$ cat src/rtl/cpu6_hazard_ctrl_if.sv
// Hazard-control bundle between the CPU6 pipeline datapath and the
// hazard controller: register indices, write enables, memory handshake,
// and the stall/flush/forward controls returned to the pipeline.
// The pipeline side uses modport master; the controller uses slave.

`ifndef CPU6_RFIDX_WIDTH
`define CPU6_RFIDX_WIDTH 5
`endif

interface cpu6_hazard_ctrl_if;
    logic [`CPU6_RFIDX_WIDTH-1:0] rs1D;
    logic [`CPU6_RFIDX_WIDTH-1:0] rs2D;
    logic [`CPU6_RFIDX_WIDTH-1:0] rs1E;
    logic [`CPU6_RFIDX_WIDTH-1:0] rs2E;
    logic [`CPU6_RFIDX_WIDTH-1:0] writeregE;
    logic [`CPU6_RFIDX_WIDTH-1:0] writeregM;
    logic [`CPU6_RFIDX_WIDTH-1:0] writeregW;
    logic                         regwriteE;
    logic                         regwriteM;
    logic                         regwriteW;
    logic                         memtoregE;
    logic                         branch_takenE;
    logic                         mem_reqM;
    logic                         mem_ackM;
    logic                         stallF;
    logic                         stallD;
    logic                         stallE;
    logic                         stallM;
    logic                         flushD;
    logic                         flushE;
    logic                         flushW;
    logic [1:0]                   fwd_aE;
    logic [1:0]                   fwd_bE;
    logic                         mem_err;

    modport master (
        output rs1D, rs2D, rs1E, rs2E, writeregE, writeregM, writeregW,
        output regwriteE, regwriteM, regwriteW, memtoregE,
        output branch_takenE, mem_reqM, mem_ackM,
        input  stallF, stallD, stallE, stallM, flushD, flushE, flushW,
        input  fwd_aE, fwd_bE, mem_err
    );

    modport slave (
        input  rs1D, rs2D, rs1E, rs2E, writeregE, writeregM, writeregW,
        input  regwriteE, regwriteM, regwriteW, memtoregE,
        input  branch_takenE, mem_reqM, mem_ackM,
        output stallF, stallD, stallE, stallM, flushD, flushE, flushW,
        output fwd_aE, fwd_bE, mem_err
    );
endinterface

$ cat src/rtl/cpu6_hazard_ctrl.sv
// CPU6 pipeline hazard controller: data-memory wait/timeout FSM,
// load-use / RAW stall detection, branch flush and operand forwarding.
// Optional feature macro: CPU6_FORWARD_EN (defined -> E-stage forwarding
// from M/W; undefined -> no forwarding, stall on any E/M RAW hazard).
// All outputs are combinational from state, wait counter and inputs.

`ifndef CPU6_RFIDX_WIDTH
`define CPU6_RFIDX_WIDTH 5
`endif

module cpu6_hazard_ctrl #(
    parameter int unsigned MEM_TIMEOUT = 15
) (
    input  logic             clk,
    input  logic             reset,
    cpu6_hazard_ctrl_if.slave hz
);

    typedef enum logic [0:0] {
        RUN   = 1'b0,
        MWAIT = 1'b1
    } state_t;

    localparam logic [7:0] TMO_CNT = 8'(MEM_TIMEOUT);

    state_t     state_r;
    state_t     state_nxt_s;
    logic [7:0] wcnt_r;
    logic [7:0] wcnt_nxt_s;
    logic       mem_stall_s;
    logic       tmo_s;
    logic       data_hz_s;

    // Register index compare where x0 is hard-wired and never a hazard.
    function automatic logic idx_hit(
        input logic [`CPU6_RFIDX_WIDTH-1:0] dst,
        input logic [`CPU6_RFIDX_WIDTH-1:0] src
    );
        return (dst != '0) && (dst == src);
    endfunction

    // Operand source select: M result has priority over W result.
    function automatic logic [1:0] fwd_sel(
        input logic                         wr_m,
        input logic [`CPU6_RFIDX_WIDTH-1:0] dst_m,
        input logic                         wr_w,
        input logic [`CPU6_RFIDX_WIDTH-1:0] dst_w,
        input logic [`CPU6_RFIDX_WIDTH-1:0] src
    );
        if (wr_m && idx_hit(dst_m, src)) begin
            return 2'b10;
        end else if (wr_w && idx_hit(dst_w, src)) begin
            return 2'b01;
        end else begin
            return 2'b00;
        end
    endfunction

    // State and wait-counter registers with synchronous reset.
    always_ff @(posedge clk) begin
        if (reset) begin
            state_r <= RUN;
            wcnt_r  <= 8'd0;
        end else begin
            state_r <= state_nxt_s;
            wcnt_r  <= wcnt_nxt_s;
        end
    end

    // Memory wait FSM: next state, counter, stall and timeout qualifiers.
    always_comb begin
        state_nxt_s = state_r;
        wcnt_nxt_s  = wcnt_r;
        mem_stall_s = 1'b0;
        tmo_s       = 1'b0;
        if (reset) begin
            state_nxt_s = RUN;
            wcnt_nxt_s  = 8'd0;
        end else begin
            case (state_r)
                RUN: begin
                    if (hz.mem_reqM && !hz.mem_ackM) begin
                        state_nxt_s = MWAIT;
                        wcnt_nxt_s  = 8'd1;
                        mem_stall_s = 1'b1;
                    end else begin
                        state_nxt_s = RUN;
                    end
                end
                MWAIT: begin
                    // Ack wins over a coincident timeout.
                    if (hz.mem_ackM) begin
                        state_nxt_s = RUN;
                        wcnt_nxt_s  = 8'd0;
                    end else if (wcnt_r == TMO_CNT) begin
                        state_nxt_s = RUN;
                        wcnt_nxt_s  = 8'd0;
                        tmo_s       = 1'b1;
                    end else begin
                        wcnt_nxt_s  = wcnt_r + 8'd1;
                        mem_stall_s = 1'b1;
                    end
                end
                default: begin
                    state_nxt_s = RUN;
                    wcnt_nxt_s  = 8'd0;
                end
            endcase
        end
    end

`ifdef CPU6_FORWARD_EN
    // Only a load in E cannot be forwarded in time; D must wait a cycle.
    always_comb begin
        data_hz_s = hz.memtoregE && hz.regwriteE &&
                    (idx_hit(hz.writeregE, hz.rs1D) || idx_hit(hz.writeregE, hz.rs2D));
    end
`else
    // Without forwarding any pending E or M write read by D must wait.
    always_comb begin
        data_hz_s = (hz.regwriteE &&
                     (idx_hit(hz.writeregE, hz.rs1D) || idx_hit(hz.writeregE, hz.rs2D))) ||
                    (hz.regwriteM &&
                     (idx_hit(hz.writeregM, hz.rs1D) || idx_hit(hz.writeregM, hz.rs2D)));
    end
`endif

    // Stall/flush/error outputs; memory stall freezes F..M and bubbles W.
    always_comb begin
        hz.stallF  = 1'b0;
        hz.stallD  = 1'b0;
        hz.stallE  = 1'b0;
        hz.stallM  = 1'b0;
        hz.flushD  = 1'b0;
        hz.flushE  = 1'b0;
        hz.flushW  = 1'b0;
        hz.mem_err = 1'b0;
        if (reset) begin
            hz.flushD = 1'b1;
            hz.flushE = 1'b1;
            hz.flushW = 1'b1;
        end else if (mem_stall_s) begin
            // Branch held in the frozen E register; acts on release.
            hz.stallF = 1'b1;
            hz.stallD = 1'b1;
            hz.stallE = 1'b1;
            hz.stallM = 1'b1;
            hz.flushW = 1'b1;
        end else begin
            if (hz.branch_takenE) begin
                hz.flushD = 1'b1;
                hz.flushE = 1'b1;
            end else if (data_hz_s && !tmo_s) begin
                hz.stallF = 1'b1;
                hz.stallD = 1'b1;
                hz.flushE = 1'b1;
            end else begin
                hz.flushE = 1'b0;
            end
            // Abort: drop the failed access in M, pipeline keeps moving.
            if (tmo_s) begin
                hz.flushW  = 1'b1;
                hz.mem_err = 1'b1;
            end else begin
                hz.mem_err = 1'b0;
            end
        end
    end

`ifdef CPU6_FORWARD_EN
    // Forwarding muxes for both E-stage operands.
    always_comb begin
        if (reset) begin
            hz.fwd_aE = 2'b00;
            hz.fwd_bE = 2'b00;
        end else begin
            hz.fwd_aE = fwd_sel(hz.regwriteM, hz.writeregM, hz.regwriteW, hz.writeregW, hz.rs1E);
            hz.fwd_bE = fwd_sel(hz.regwriteM, hz.writeregM, hz.regwriteW, hz.writeregW, hz.rs2E);
        end
    end
`else
    // Forwarding disabled: operands always come from the register file.
    always_comb begin
        hz.fwd_aE = 2'b00;
        hz.fwd_bE = 2'b00;
    end
`endif

endmodule

$ cat src/flat_wrapper.sv
// flat-port wrapper written by rule: the top's interface ports become plain ports
module cpu6_hazard_ctrl_flat 
#(
    parameter int unsigned MEM_TIMEOUT = 15
)
  (clk, reset, hz_rs1D, hz_rs2D, hz_rs1E, hz_rs2E, hz_writeregE, hz_writeregM, hz_writeregW, hz_regwriteE, hz_regwriteM, hz_regwriteW, hz_memtoregE, hz_branch_takenE, hz_mem_reqM, hz_mem_ackM, hz_stallF, hz_stallD, hz_stallE, hz_stallM, hz_flushD, hz_flushE, hz_flushW, hz_fwd_aE, hz_fwd_bE, hz_mem_err);
  cpu6_hazard_ctrl_if hz_i ();
  input  logic clk;
  input  logic reset;
  input wire logic [$bits(hz_i.rs1D)-1:0] hz_rs1D;
  input wire logic [$bits(hz_i.rs2D)-1:0] hz_rs2D;
  input wire logic [$bits(hz_i.rs1E)-1:0] hz_rs1E;
  input wire logic [$bits(hz_i.rs2E)-1:0] hz_rs2E;
  input wire logic [$bits(hz_i.writeregE)-1:0] hz_writeregE;
  input wire logic [$bits(hz_i.writeregM)-1:0] hz_writeregM;
  input wire logic [$bits(hz_i.writeregW)-1:0] hz_writeregW;
  input wire logic [$bits(hz_i.regwriteE)-1:0] hz_regwriteE;
  input wire logic [$bits(hz_i.regwriteM)-1:0] hz_regwriteM;
  input wire logic [$bits(hz_i.regwriteW)-1:0] hz_regwriteW;
  input wire logic [$bits(hz_i.memtoregE)-1:0] hz_memtoregE;
  input wire logic [$bits(hz_i.branch_takenE)-1:0] hz_branch_takenE;
  input wire logic [$bits(hz_i.mem_reqM)-1:0] hz_mem_reqM;
  input wire logic [$bits(hz_i.mem_ackM)-1:0] hz_mem_ackM;
  output wire logic [$bits(hz_i.stallF)-1:0] hz_stallF;
  output wire logic [$bits(hz_i.stallD)-1:0] hz_stallD;
  output wire logic [$bits(hz_i.stallE)-1:0] hz_stallE;
  output wire logic [$bits(hz_i.stallM)-1:0] hz_stallM;
  output wire logic [$bits(hz_i.flushD)-1:0] hz_flushD;
  output wire logic [$bits(hz_i.flushE)-1:0] hz_flushE;
  output wire logic [$bits(hz_i.flushW)-1:0] hz_flushW;
  output wire logic [$bits(hz_i.fwd_aE)-1:0] hz_fwd_aE;
  output wire logic [$bits(hz_i.fwd_bE)-1:0] hz_fwd_bE;
  output wire logic [$bits(hz_i.mem_err)-1:0] hz_mem_err;
  assign hz_i.rs1D = hz_rs1D;
  assign hz_i.rs2D = hz_rs2D;
  assign hz_i.rs1E = hz_rs1E;
  assign hz_i.rs2E = hz_rs2E;
  assign hz_i.writeregE = hz_writeregE;
  assign hz_i.writeregM = hz_writeregM;
  assign hz_i.writeregW = hz_writeregW;
  assign hz_i.regwriteE = hz_regwriteE;
  assign hz_i.regwriteM = hz_regwriteM;
  assign hz_i.regwriteW = hz_regwriteW;
  assign hz_i.memtoregE = hz_memtoregE;
  assign hz_i.branch_takenE = hz_branch_takenE;
  assign hz_i.mem_reqM = hz_mem_reqM;
  assign hz_i.mem_ackM = hz_mem_ackM;
  assign hz_stallF = hz_i.stallF;
  assign hz_stallD = hz_i.stallD;
  assign hz_stallE = hz_i.stallE;
  assign hz_stallM = hz_i.stallM;
  assign hz_flushD = hz_i.flushD;
  assign hz_flushE = hz_i.flushE;
  assign hz_flushW = hz_i.flushW;
  assign hz_fwd_aE = hz_i.fwd_aE;
  assign hz_fwd_bE = hz_i.fwd_bE;
  assign hz_mem_err = hz_i.mem_err;
  cpu6_hazard_ctrl #(.MEM_TIMEOUT(MEM_TIMEOUT)) u_core (.clk(clk), .reset(reset), .hz(hz_i));
endmodule
$ cat config.mk
export PLATFORM = sky130hd
export DESIGN_NAME = cpu6_hazard_ctrl_flat
export DESIGN_NICKNAME = d
export VERILOG_FILES = /design/src/rtl/cpu6_hazard_ctrl_if.sv /design/src/rtl/cpu6_hazard_ctrl.sv /design/src/flat_wrapper.sv
export SDC_FILE = /design/constraint.sdc
export NUM_CORES = 1
export LEC_CHECK = 0
export ABC_CLOCK_PERIOD_IN_PS = 2400
export BUFFER_PORTS_ARGS = -buffer_cell sky130_fd_sc_hd__buf_2
export CAP_MARGIN = 25
export CORE_AREA = 2 2 43 61
export CTS_CLUSTER_SIZE = 25
export DETAILED_ROUTE_END_ITERATION = 6
export DIE_AREA = 0 0 45 63
export PLACE_DENSITY = 0.72
export SLEW_MARGIN = 15
export SYNTH_ARGS = -nofsm -noshare
export SYNTH_HDL_FRONTEND = slang
export SYNTH_SLANG_ARGS = --single-unit
$ cat constraint.sdc
create_clock -name clk -period 2.4 [get_ports clk]
set_clock_uncertainty 0.2 [all_clocks]
set_input_delay 0.48 -clock clk [delete_from_list [all_inputs] [get_ports clk]]
set_output_delay 0.48 -clock clk [all_outputs]
set_load 0.005 [all_outputs]
* Word level (Yosys, flattened, before mapping) *
Cells that the tools add are included.

word-level totals
  bits in registers = 9

operators by class
  add/subtract/negate cells = 1
  equality and inequality tests = 6
  mux-type cells = 30
  bitwise gates (word level) = 1
  reduce and logical (&&, ||, !) cells = 15

operator list
  operator             number
  $mux 1               25
  $mux 8               3
  $eq 5x5->1           4
  $pmux 8 s2           1
  $reduce_bool 5->1    2
  $add 8x1->8 const B  1
  $eq 8x4->1 const B   1
  $logic_and 1x1->1    8
  $logic_or 1x1->1     3
  $logic_not 1->1      2
  $ne 2x1->1 const B   1
  $pmux 1 s2           1
  $not 1->1            1

* Logic depth before layout (Yosys ltp) *
Gate-level depths: netlist (run 1).

  depth after elaboration = 11
  mapped depth = 7
  depth with buffers taken out = 6

* Least setup slack after synthesis (run 1) *
No wires, ideal clock.

  path type = reg-to-output
  from = register u_core.wcnt_r[5]
  to = output hz_stallF
  arrival = 1.763 ns
  required time = 1.720 ns
  setup slack = -0.043 ns
  cell stages (with the launch flop) = 7
  path buffers = 1
  cell sequence = dfxtp_1 or4_4 nor4_4 nor2_1 a22oi_2 o31ai_1 buf_4

on the way
  cells in the longest elaborated chain, start to end = 11

RTL lines
  element                  line                     source
  start, declared          cpu6_hazard_ctrl.sv:28   logic [7:0] wcnt_r;
  start signal, assigned   cpu6_hazard_ctrl.sv:66   wcnt_r <= wcnt_nxt_s;
  $eq 8x4->1 (*)           cpu6_hazard_ctrl.sv:95   end else if (wcnt_r == TMO_CNT) begin
  $mux 1                   cpu6_hazard_ctrl.sv:95
  $mux 1                   cpu6_hazard_ctrl.sv:92   if (hz.mem_ackM) begin
  $mux 1                   cpu6_hazard_ctrl.sv:80   case (state_r)
  $mux 1                   cpu6_hazard_ctrl.sv:76   if (reset) begin
  $logic_not 1->1          cpu6_hazard_ctrl.sv:153  end else if (data_hz_s && !tmo_s) begin
  $logic_and 1x1->1        cpu6_hazard_ctrl.sv:153
  $mux 1 (2 in a row)      n/a
  $mux 1 (*) (2 in a row)  n/a
  end, declared            flat_wrapper.sv:24       output wire logic [$bits(hz_i.stallF)-1:0] hz_stallF;

Mark *: on every way between the ends. The rest lies on a longest branch, timed or not.

* Worst setup path in the final report (run 1) *
  from = register u_core.wcnt_r[5]
  to = output hz_stallD

on the way
  cells in the longest elaborated chain, start to end = 11

RTL lines
  element            line                     source
  $eq 8x4->1 (*)     cpu6_hazard_ctrl.sv:95
  $mux 1             cpu6_hazard_ctrl.sv:95
  $mux 1             cpu6_hazard_ctrl.sv:92
  $mux 1             cpu6_hazard_ctrl.sv:80
  $mux 1             cpu6_hazard_ctrl.sv:76
  $logic_not 1->1    cpu6_hazard_ctrl.sv:153
  $logic_and 1x1->1  cpu6_hazard_ctrl.sv:153
  $mux 1             cpu6_hazard_ctrl.sv:153
  $mux 1             cpu6_hazard_ctrl.sv:150  if (hz.branch_takenE) begin
  $mux 1 (*)         cpu6_hazard_ctrl.sv:142  end else if (mem_stall_s) begin
  $mux 1 (*)         cpu6_hazard_ctrl.sv:138  if (reset) begin
  end, declared      flat_wrapper.sv:25       output wire logic [$bits(hz_i.stallD)-1:0] hz_stallD;

Marks and branches as above.

==> run_summary.xml, run 1 <==
<?xml version="1.0" encoding="UTF-8"?>
<metrics>
  <group name="placed_design">
    <metric name="place_worst_setup_slack" unit="ps">-46.2</metric>
    <metric name="dp_hpwl" unit="um">1840</metric>
    <metric name="routabilityCongestion" unit="">0.810</metric>
    <metric name="io_buffer_count" unit="">34</metric>
  </group>
  <group name="critical_path">
    <metric name="path_cells" unit="">or4_4 &gt; nor4_4 &gt; nor2_1 &gt; a22oi_2 &gt; o31ai_2 &gt; buf_2</metric>
    <metric name="endpoint_kind" unit="">primary output</metric>
    <metric name="buf_inv_on_cp" unit="">1</metric>
    <metric name="worstSetupPathType" unit="">register to primary output</metric>
    <metric name="cp_launch_type" unit="">register</metric>
    <metric name="worstPathMaxFanout" unit="">3</metric>
    <metric name="cpMaxStageDelayCell" unit="">or4_4</metric>
    <metric name="startpoint" unit="">u_core.wcnt_r[5]</metric>
    <metric name="rr_startpoint" unit="">u_core.wcnt_r[5]</metric>
    <metric name="cp.arrival" unit="ps">1950</metric>
    <metric name="critical-path-top-delay-family" unit="">simple AND/OR/NAND/NOR gates</metric>
    <metric name="critical-path-max-stage-delay" unit="ps">570</metric>
    <metric name="cp.required" unit="ps">1720</metric>
  </group>
  <group name="sta">
    <metric name="final-max-slew-violation-count" unit="">0</metric>
    <metric name="setup_violations" unit="">7</metric>
    <metric name="post-route-period-util" unit="%">110</metric>
    <metric name="tns" unit="ps">-997</metric>
    <metric name="hold_viol" unit="">0</metric>
    <metric name="final_critical_path_setup_slack" unit="ps">-229</metric>
    <metric name="max_freq" unit="MHz">380</metric>
    <metric name="final_hold_slack" unit="ps">266</metric>
    <metric name="post-route-min-period" unit="ps">2630</metric>
    <metric name="rsz0062_at_grt" unit="">yes</metric>
  </group>
  <group name="global_route">
    <metric name="groute.layer.met1.usage" unit="%">17.1</metric>
    <metric name="busiest_layer" unit="">met2</metric>
    <metric name="grt_pass1_vias" unit="">907</metric>
    <metric name="grt_use_total" unit="%">17.5</metric>
    <metric name="globalRouteMet3Util" unit="%">2.60</metric>
    <metric name="largest_net_degree_at_the_start_of_global_routing" unit="">8</metric>
    <metric name="grt_antenna_before_repair" unit="">0</metric>
    <metric name="grt_pass1_wl" unit="um">3770</metric>
    <metric name="globalRouteOverflowTotal" unit="">0</metric>
    <metric name="grt.met2_usage" unit="%">32.7</metric>
  </group>
  <group name="power">
    <metric name="p_comb_share" unit="%">30.8</metric>
    <metric name="powerDensity" unit="mW/mm2">355</metric>
    <metric name="switchingPower" unit="uW">127</metric>
    <metric name="power.static_leakage" unit="nW">0.492</metric>
    <metric name="p_sw_share" unit="%">31.1</metric>
    <metric name="power_frac_seq" unit="%">37.9</metric>
    <metric name="power_report.internal_total" unit="uW">281</metric>
    <metric name="clock_power_share" unit="%">31.3</metric>
    <metric name="ir_worst_vdd" unit="V">0.000215</metric>
  </group>
  <group name="min_path">
    <metric name="min-delay-start" unit="">reset</metric>
    <metric name="hold_path_class" unit="">input port to register</metric>
  </group>
  <group name="logic_synthesis">
    <metric name="postSynthRegisterBits" unit="">9</metric>
    <metric name="synthesis.area_per_instance" unit="um2">7.92</metric>
    <metric name="synth.lib_cells_used.distinct" unit="">32</metric>
    <metric name="yosys_warnings" unit="">0</metric>
    <metric name="synthesis.instances" unit="">103</metric>
    <metric name="synthesis.area" unit="um2">816</metric>
    <metric name="seq_area_frac_synth" unit="%">22.1</metric>
  </group>
  <group name="clocking">
    <metric name="cts.htree.levels" unit="">1</metric>
    <metric name="cts_inserted_buffers" unit="">3</metric>
    <metric name="clock_insertion_delay_worst_skew" unit="ps">280</metric>
    <metric name="clk_pin_slew" unit="ps">70</metric>
    <metric name="tritoncts_num_sinks" unit="">9</metric>
    <metric name="cts_hold_buf" unit="">0</metric>
    <metric name="clock_tree.root_cell" unit="">clkbuf_4</metric>
    <metric name="tritoncts" unit="">done</metric>
    <metric name="cts-root-to-sink-buffers" unit="">2</metric>
  </group>
  <group name="run_status">
    <metric name="violated_checks" unit="">setup timing</metric>
    <metric name="outcome" unit="">complete, but fails checks</metric>
  </group>
  <group name="layout">
    <metric name="most_used_cells_in_the_layout_excluding_fill_and_tap_cells" unit="">buf_2, xnor2_1, buf_4, nor2_1, dfxtp_1</metric>
    <metric name="syn2layout_area_growth" unit="%">41.3</metric>
    <metric name="finalNetCount" unit="">199</metric>
    <metric name="most_common_library_cell_in_the_layout_ignoring_fill_and_taps" unit="">buf_2</metric>
    <metric name="post_route_cells_drive_above_1_share" unit="%">41.2</metric>
    <metric name="antenna_cells" unit="">0</metric>
    <metric name="fillers" unit="">216</metric>
  </group>
  <group name="route">
    <metric name="post-route-drc-count" unit="">0</metric>
    <metric name="ant_nets" unit="">0</metric>
    <metric name="route.detailed.wl_per_inst" unit="um">12.6</metric>
    <metric name="detail_route.vias_per_cell" unit="">5.32</metric>
    <metric name="drt_wl_total" unit="um">2220</metric>
    <metric name="detailedRoute.firstPassIterationCount" unit="">4</metric>
    <metric name="drt_first_iter_violations" unit="">13</metric>
    <metric name="routed-via-count" unit="">936</metric>
  </group>
  <group name="die">
    <metric name="ios" unit="">56</metric>
    <metric name="initial_utilization" unit="%">35.3</metric>
    <metric name="die_y" unit="um">63</metric>
    <metric name="dieArea" unit="mm2">0.00284</metric>
    <metric name="die_w" unit="um">45</metric>
    <metric name="placeableCoreArea" unit="mm2">0.00231</metric>
    <metric name="floorplan.rows" unit="">21</metric>
  </group>
  <group name="job">
    <metric name="max-cap-violations" unit="">0</metric>
  </group>
</metrics>
[per-layer routing]
| layer | vias to the layer above | wire length (um) |
|---|---|---|
| li1 | 465 | - |
| met1 | 426 | 765 |
| met2 | 40 | 1230 |
| met3 | 5 | 157 |
| met4 | 0 | 60 |
| met5 | - | 0 |
[kinds of logic (layout without fill, tap and decap cells)]
family | count (synthesis) | in the layout | synth area share [%]
other | 1 | 4 | 0.460
and+or+nand+nor | 35 | 35 | 24.4
buffers and inverters | 9 | 56 | 6.90
AOI/OAI and AO/OA | 28 | 28 | 23.2
adders and majority gates | 1 | 1 | 1.53
xor gates and xnor gates | 20 | 20 | 21.5
DFF | 9 | 9 | 22.1
[flip-flops by register name, indices dropped and copies added, names as in the netlist]
signal,count
u_core.state_r,1
u_core.wcnt_r,8
[synth_stat cells (all sizes together)]
library cell	instances	share of area, %
a211oi	1	0.92
a21o	1	0.92
a21oi	5	3.1
a22oi	3	3.4
a311oi	2	2.1
a31o	2	2.1
a41oi	2	2.1
and3	3	2.3
buf	6	5.5
clkbuf	1	0.46
conb	1	0.46
dfxtp	9	22
ha	1	1.5
inv	2	0.92
nand2	5	2.3
nand2b	2	1.5
nand3	5	3.1
nand3b	2	1.8
nor2	10	4.6
nor2b	1	0.77
nor3	2	1.2
nor3b	1	0.92
nor4	1	2.6
o21ai	8	4.9
o22ai	2	1.5
o31a	1	1.1
o31ai	1	0.92
or4	3	3.2
xnor2	20	21
[repair_timing]
item / CTS / global route
pin swaps: 3 / 2
setup buffers: 2 / 0
gates resized for setup: 6 / 0
setup endpoints to repair: 7 / 7
[power by group through the flow]
stage	clock, mW	sequential (mW)	combinational, mW
after floorplan	0	0.157	0.0708
after CTS	0.130	0.155	0.127
after detailed placement	0	0.158	0.126
after global routing	0.134	0.156	0.140
final	0.128	0.155	0.126
after global placement	0	0.158	0.123
[path summary, 6_finish.rpt]
check | to | slack [ps] | depth (start not counted)
setup / recovery | hz_stallD | -230 | 6
hold / removal | u_core.wcnt_r[2] | 270 | 2
hold reg to reg | u_core.wcnt_r[3] | 320 | 2
setup reg to reg | u_core.wcnt_r[5] | 280 | 7
[stage by stage]
stage,util [%],area [um2],power [mW],std cells
floorplan,-,832,0.228,106
global placement,47.0,1090,0.281,170
detailed placement,47.0,1090,0.284,170
CTS,49.8,1150,0.412,176
global route,49.8,1150,0.429,176
finish,49.8,1150,0.409,176
[final cells by class]
type / instances / area, um2 / area share, %
clock buffers: 4 / 26.3 / 2.28
inverters: 2 / 7.51 / 0.651
well taps: 23 / 28.8 / 2.50
flip-flops and latches: 9 / 180 / 15.6
multi-input cells: 88 / 616 / 53.4
repair buffers: 50 / 294 / 25.5
Power figures use the tool's default switching activity.
==> run 2, diff against run 1 <==
RECOVER_POWER = 50   (was not set)
==> run 2 against run 1 <==
  * The run still ends with setup timing left
  * Hold slack is essentially flat
  * Final area shrank 0.65%
  * Utilization shrank 0.32 points
  * Count of clock-buffer cells in the layout is the same
  * First-iteration DRC count shrank 46%
  * Register-to-register slack gained 20 ps
==> run_summary.xml, run 2 (same netlist as run 1, synthesis figures left out) <==
<?xml version="1.0" encoding="UTF-8"?>
<metrics>
  <group name="sta">
    <metric name="post-route-period-util" unit="%">109</metric>
    <metric name="max_freq" unit="MHz">381</metric>
    <metric name="post-route-min-period" unit="ps">2630</metric>
    <metric name="rsz0062_at_grt" unit="">yes</metric>
    <metric name="setup_violations" unit="">7</metric>
    <metric name="tns" unit="ps">-984</metric>
    <metric name="final_hold_slack" unit="ps">265</metric>
    <metric name="final_critical_path_setup_slack" unit="ps">-227</metric>
    <metric name="hold_viol" unit="">0</metric>
    <metric name="final-max-slew-violation-count" unit="">0</metric>
  </group>
  <group name="critical_path">
    <metric name="path_cells" unit="">or4_4 &gt; nor4_4 &gt; nor2_1 &gt; a22oi_2 &gt; o31ai_2 &gt; buf_2</metric>
    <metric name="r2r.worst_path.cells" unit="">7</metric>
    <metric name="cp_launch_type" unit="">register</metric>
    <metric name="critical-path-max-stage-delay" unit="ps">560</metric>
    <metric name="worstSetupPathType" unit="">register to primary output</metric>
    <metric name="cpMaxStageDelayCell" unit="">or4_4</metric>
    <metric name="cp.arrival" unit="ps">1950</metric>
    <metric name="worstPathMaxFanout" unit="">3</metric>
    <metric name="r2r_setup_slack" unit="ps">300</metric>
    <metric name="rr_startpoint" unit="">u_core.wcnt_r[5]</metric>
    <metric name="cp.required" unit="ps">1720</metric>
    <metric name="terminus_of_the_critical_flop_to_flop_path" unit="">u_core.wcnt_r[5]</metric>
    <metric name="endpoint_kind" unit="">primary output</metric>
  </group>
  <group name="clocking">
    <metric name="clock_tree.root_cell" unit="">clkbuf_4</metric>
    <metric name="cts_hold_buf" unit="">0</metric>
    <metric name="tritoncts_num_sinks" unit="">9</metric>
    <metric name="cts_inserted_buffers" unit="">3</metric>
    <metric name="cts.htree.levels" unit="">1</metric>
    <metric name="cts-root-to-sink-buffers" unit="">2</metric>
    <metric name="tritoncts" unit="">done</metric>
    <metric name="clk_pin_slew" unit="ps">70</metric>
    <metric name="clock_insertion_delay_worst_skew" unit="ps">280</metric>
  </group>
  <group name="global_route">
    <metric name="grt_pass1_wl" unit="um">3770</metric>
    <metric name="grt_pass1_vias" unit="">907</metric>
    <metric name="grt_use_total" unit="%">17.5</metric>
    <metric name="grt_antenna_before_repair" unit="">0</metric>
    <metric name="globalRouteOverflowTotal" unit="">0</metric>
    <metric name="largest_net_degree_at_the_start_of_global_routing" unit="">8</metric>
  </group>
  <group name="route">
    <metric name="detailedRoute.firstPassIterationCount" unit="">4</metric>
    <metric name="detail_route.vias_per_cell" unit="">5.29</metric>
    <metric name="route.detailed.wl_per_inst" unit="um">12.7</metric>
    <metric name="post-route-drc-count" unit="">0</metric>
    <metric name="ant_nets" unit="">0</metric>
    <metric name="drt_wl_total" unit="um">2230</metric>
    <metric name="routed-via-count" unit="">931</metric>
    <metric name="drt_first_iter_violations" unit="">7</metric>
  </group>
  <group name="min_path">
    <metric name="hold_path_depth" unit="">2</metric>
    <metric name="min-delay-start" unit="">reset</metric>
    <metric name="hold_path_class" unit="">input port to register</metric>
    <metric name="holdPathEnd" unit="">u_core.wcnt_r[2]</metric>
  </group>
  <group name="die">
    <metric name="placeableCoreArea" unit="mm2">0.00231</metric>
    <metric name="initial_utilization" unit="%">35.3</metric>
    <metric name="dieArea" unit="mm2">0.00284</metric>
    <metric name="floorplan.rows" unit="">21</metric>
    <metric name="ios" unit="">56</metric>
    <metric name="die_w" unit="um">45</metric>
    <metric name="die_y" unit="um">63</metric>
  </group>
  <group name="placed_design">
    <metric name="io_buffer_count" unit="">34</metric>
    <metric name="routabilityCongestion" unit="">0.810</metric>
    <metric name="dp_hpwl" unit="um">1840</metric>
    <metric name="placedCellCount" unit="">170</metric>
    <metric name="placed_area" unit="mm2">0.00109</metric>
  </group>
  <group name="run_status">
    <metric name="violated_checks" unit="">setup timing</metric>
    <metric name="outcome" unit="">complete, but fails checks</metric>
  </group>
  <group name="layout">
    <metric name="post_layout_cell_count" unit="">176</metric>
    <metric name="layout.cell_area.non_filler" unit="mm2">0.00114</metric>
    <metric name="most_common_library_cell_in_the_layout_ignoring_fill_and_taps" unit="">buf_2</metric>
    <metric name="registers.top_by_ff_count" unit="">u_core.wcnt_r</metric>
    <metric name="finalNetCount" unit="">199</metric>
    <metric name="largest_register_ffs" unit="">8</metric>
    <metric name="reg.largest.list" unit="">u_core.wcnt_r x8, u_core.state_r x1</metric>
    <metric name="post_route_cells_drive_above_1_share" unit="%">39.9</metric>
    <metric name="syn2layout_area_growth" unit="%">40.3</metric>
    <metric name="most_used_cells_in_the_layout_excluding_fill_and_tap_cells" unit="">buf_2, xnor2_1, buf_4, nor2_1, dfxtp_1</metric>
    <metric name="antenna_cells" unit="">0</metric>
  </group>
  <group name="job">
    <metric name="max-cap-violations" unit="">0</metric>
  </group>
  <group name="power">
    <metric name="totalPowerFinal" unit="uW">408</metric>
    <metric name="ir_worst_vdd" unit="V">0.000215</metric>
    <metric name="powerDensity" unit="mW/mm2">357</metric>
    <metric name="power.static_leakage" unit="nW">0.484</metric>
  </group>
</metrics>
## run 2: metrics by stage
stage / setup WS (ps) / utilization (%)
floorplan: 12.2 / -
global placement: -10.8 / 47.0
detailed placement: -46.2 / 47.0
CTS: -162 / 49.8
global route: -330 / 49.5
finish: -227 / 49.5
## run 2: routing by layer
| layer | vias up | wire (um) | track usage [%] |
|---|---|---|---|
| met3 | 5 | 155 | 2.60 |
| met2 | 42 | 1230 | 32.7 |
| li1 | 465 | - | - |
| met1 | 419 | 783 | 17.1 |
| met5 | - | 0 | 0 |
| met4 | 0 | 60 | 9.19 |
## run 2: worst max-delay path, delay by kind of cell, from the launching register on
kind	cells	cell delay [ps]
AND/OR/NAND/NOR	3	920
AO/OA/AOI/OAI	2	300
flip-flops	1	310
buffers and inverters	1	130
## run 2: worst max-delay path by stage
stage	start	endpoint	slack (ps)	cells past startpoint
floorplan	u_core.wcnt_r[6]	hz_stallF	10	6
global placement	hz_writeregE[0]	hz_stallF	-10	7
detailed placement	hz_writeregE[0]	hz_stallD	-50	7
CTS	u_core.wcnt_r[5]	hz_flushE	-160	7
global route	u_core.wcnt_r[5]	hz_stallD	-330	6
finish	u_core.wcnt_r[5]	hz_stallD	-230	6
## run 2: area by class of cell
class                           count  area, um2
Multi-Input combinational cell     88        616
Clock buffer                        4       26.3
Inverter                            2       7.51
Timing Repair Buffer               50        287
Sequential cell                     9        180
Tap cell                           23       28.8
Fill cell                         216       1170
## run 2: timing repair
item / in CTS / in global routing
endpoints found under the setup margin: 7 / 7
endpoints found under the hold margin: 0 / 0
setup buffers: 2 / 0
resized for setup: 6 / 0
pin swaps: 3 / 2
cloned: 0 / 0
## run 2: power by group
part           internal (mW)  leakage, nW  switching, mW
combinational         0.0645        0.396         0.0608
sequential             0.152       0.0729        0.00304
clock                 0.0647       0.0150         0.0636
total                  0.281        0.484          0.127
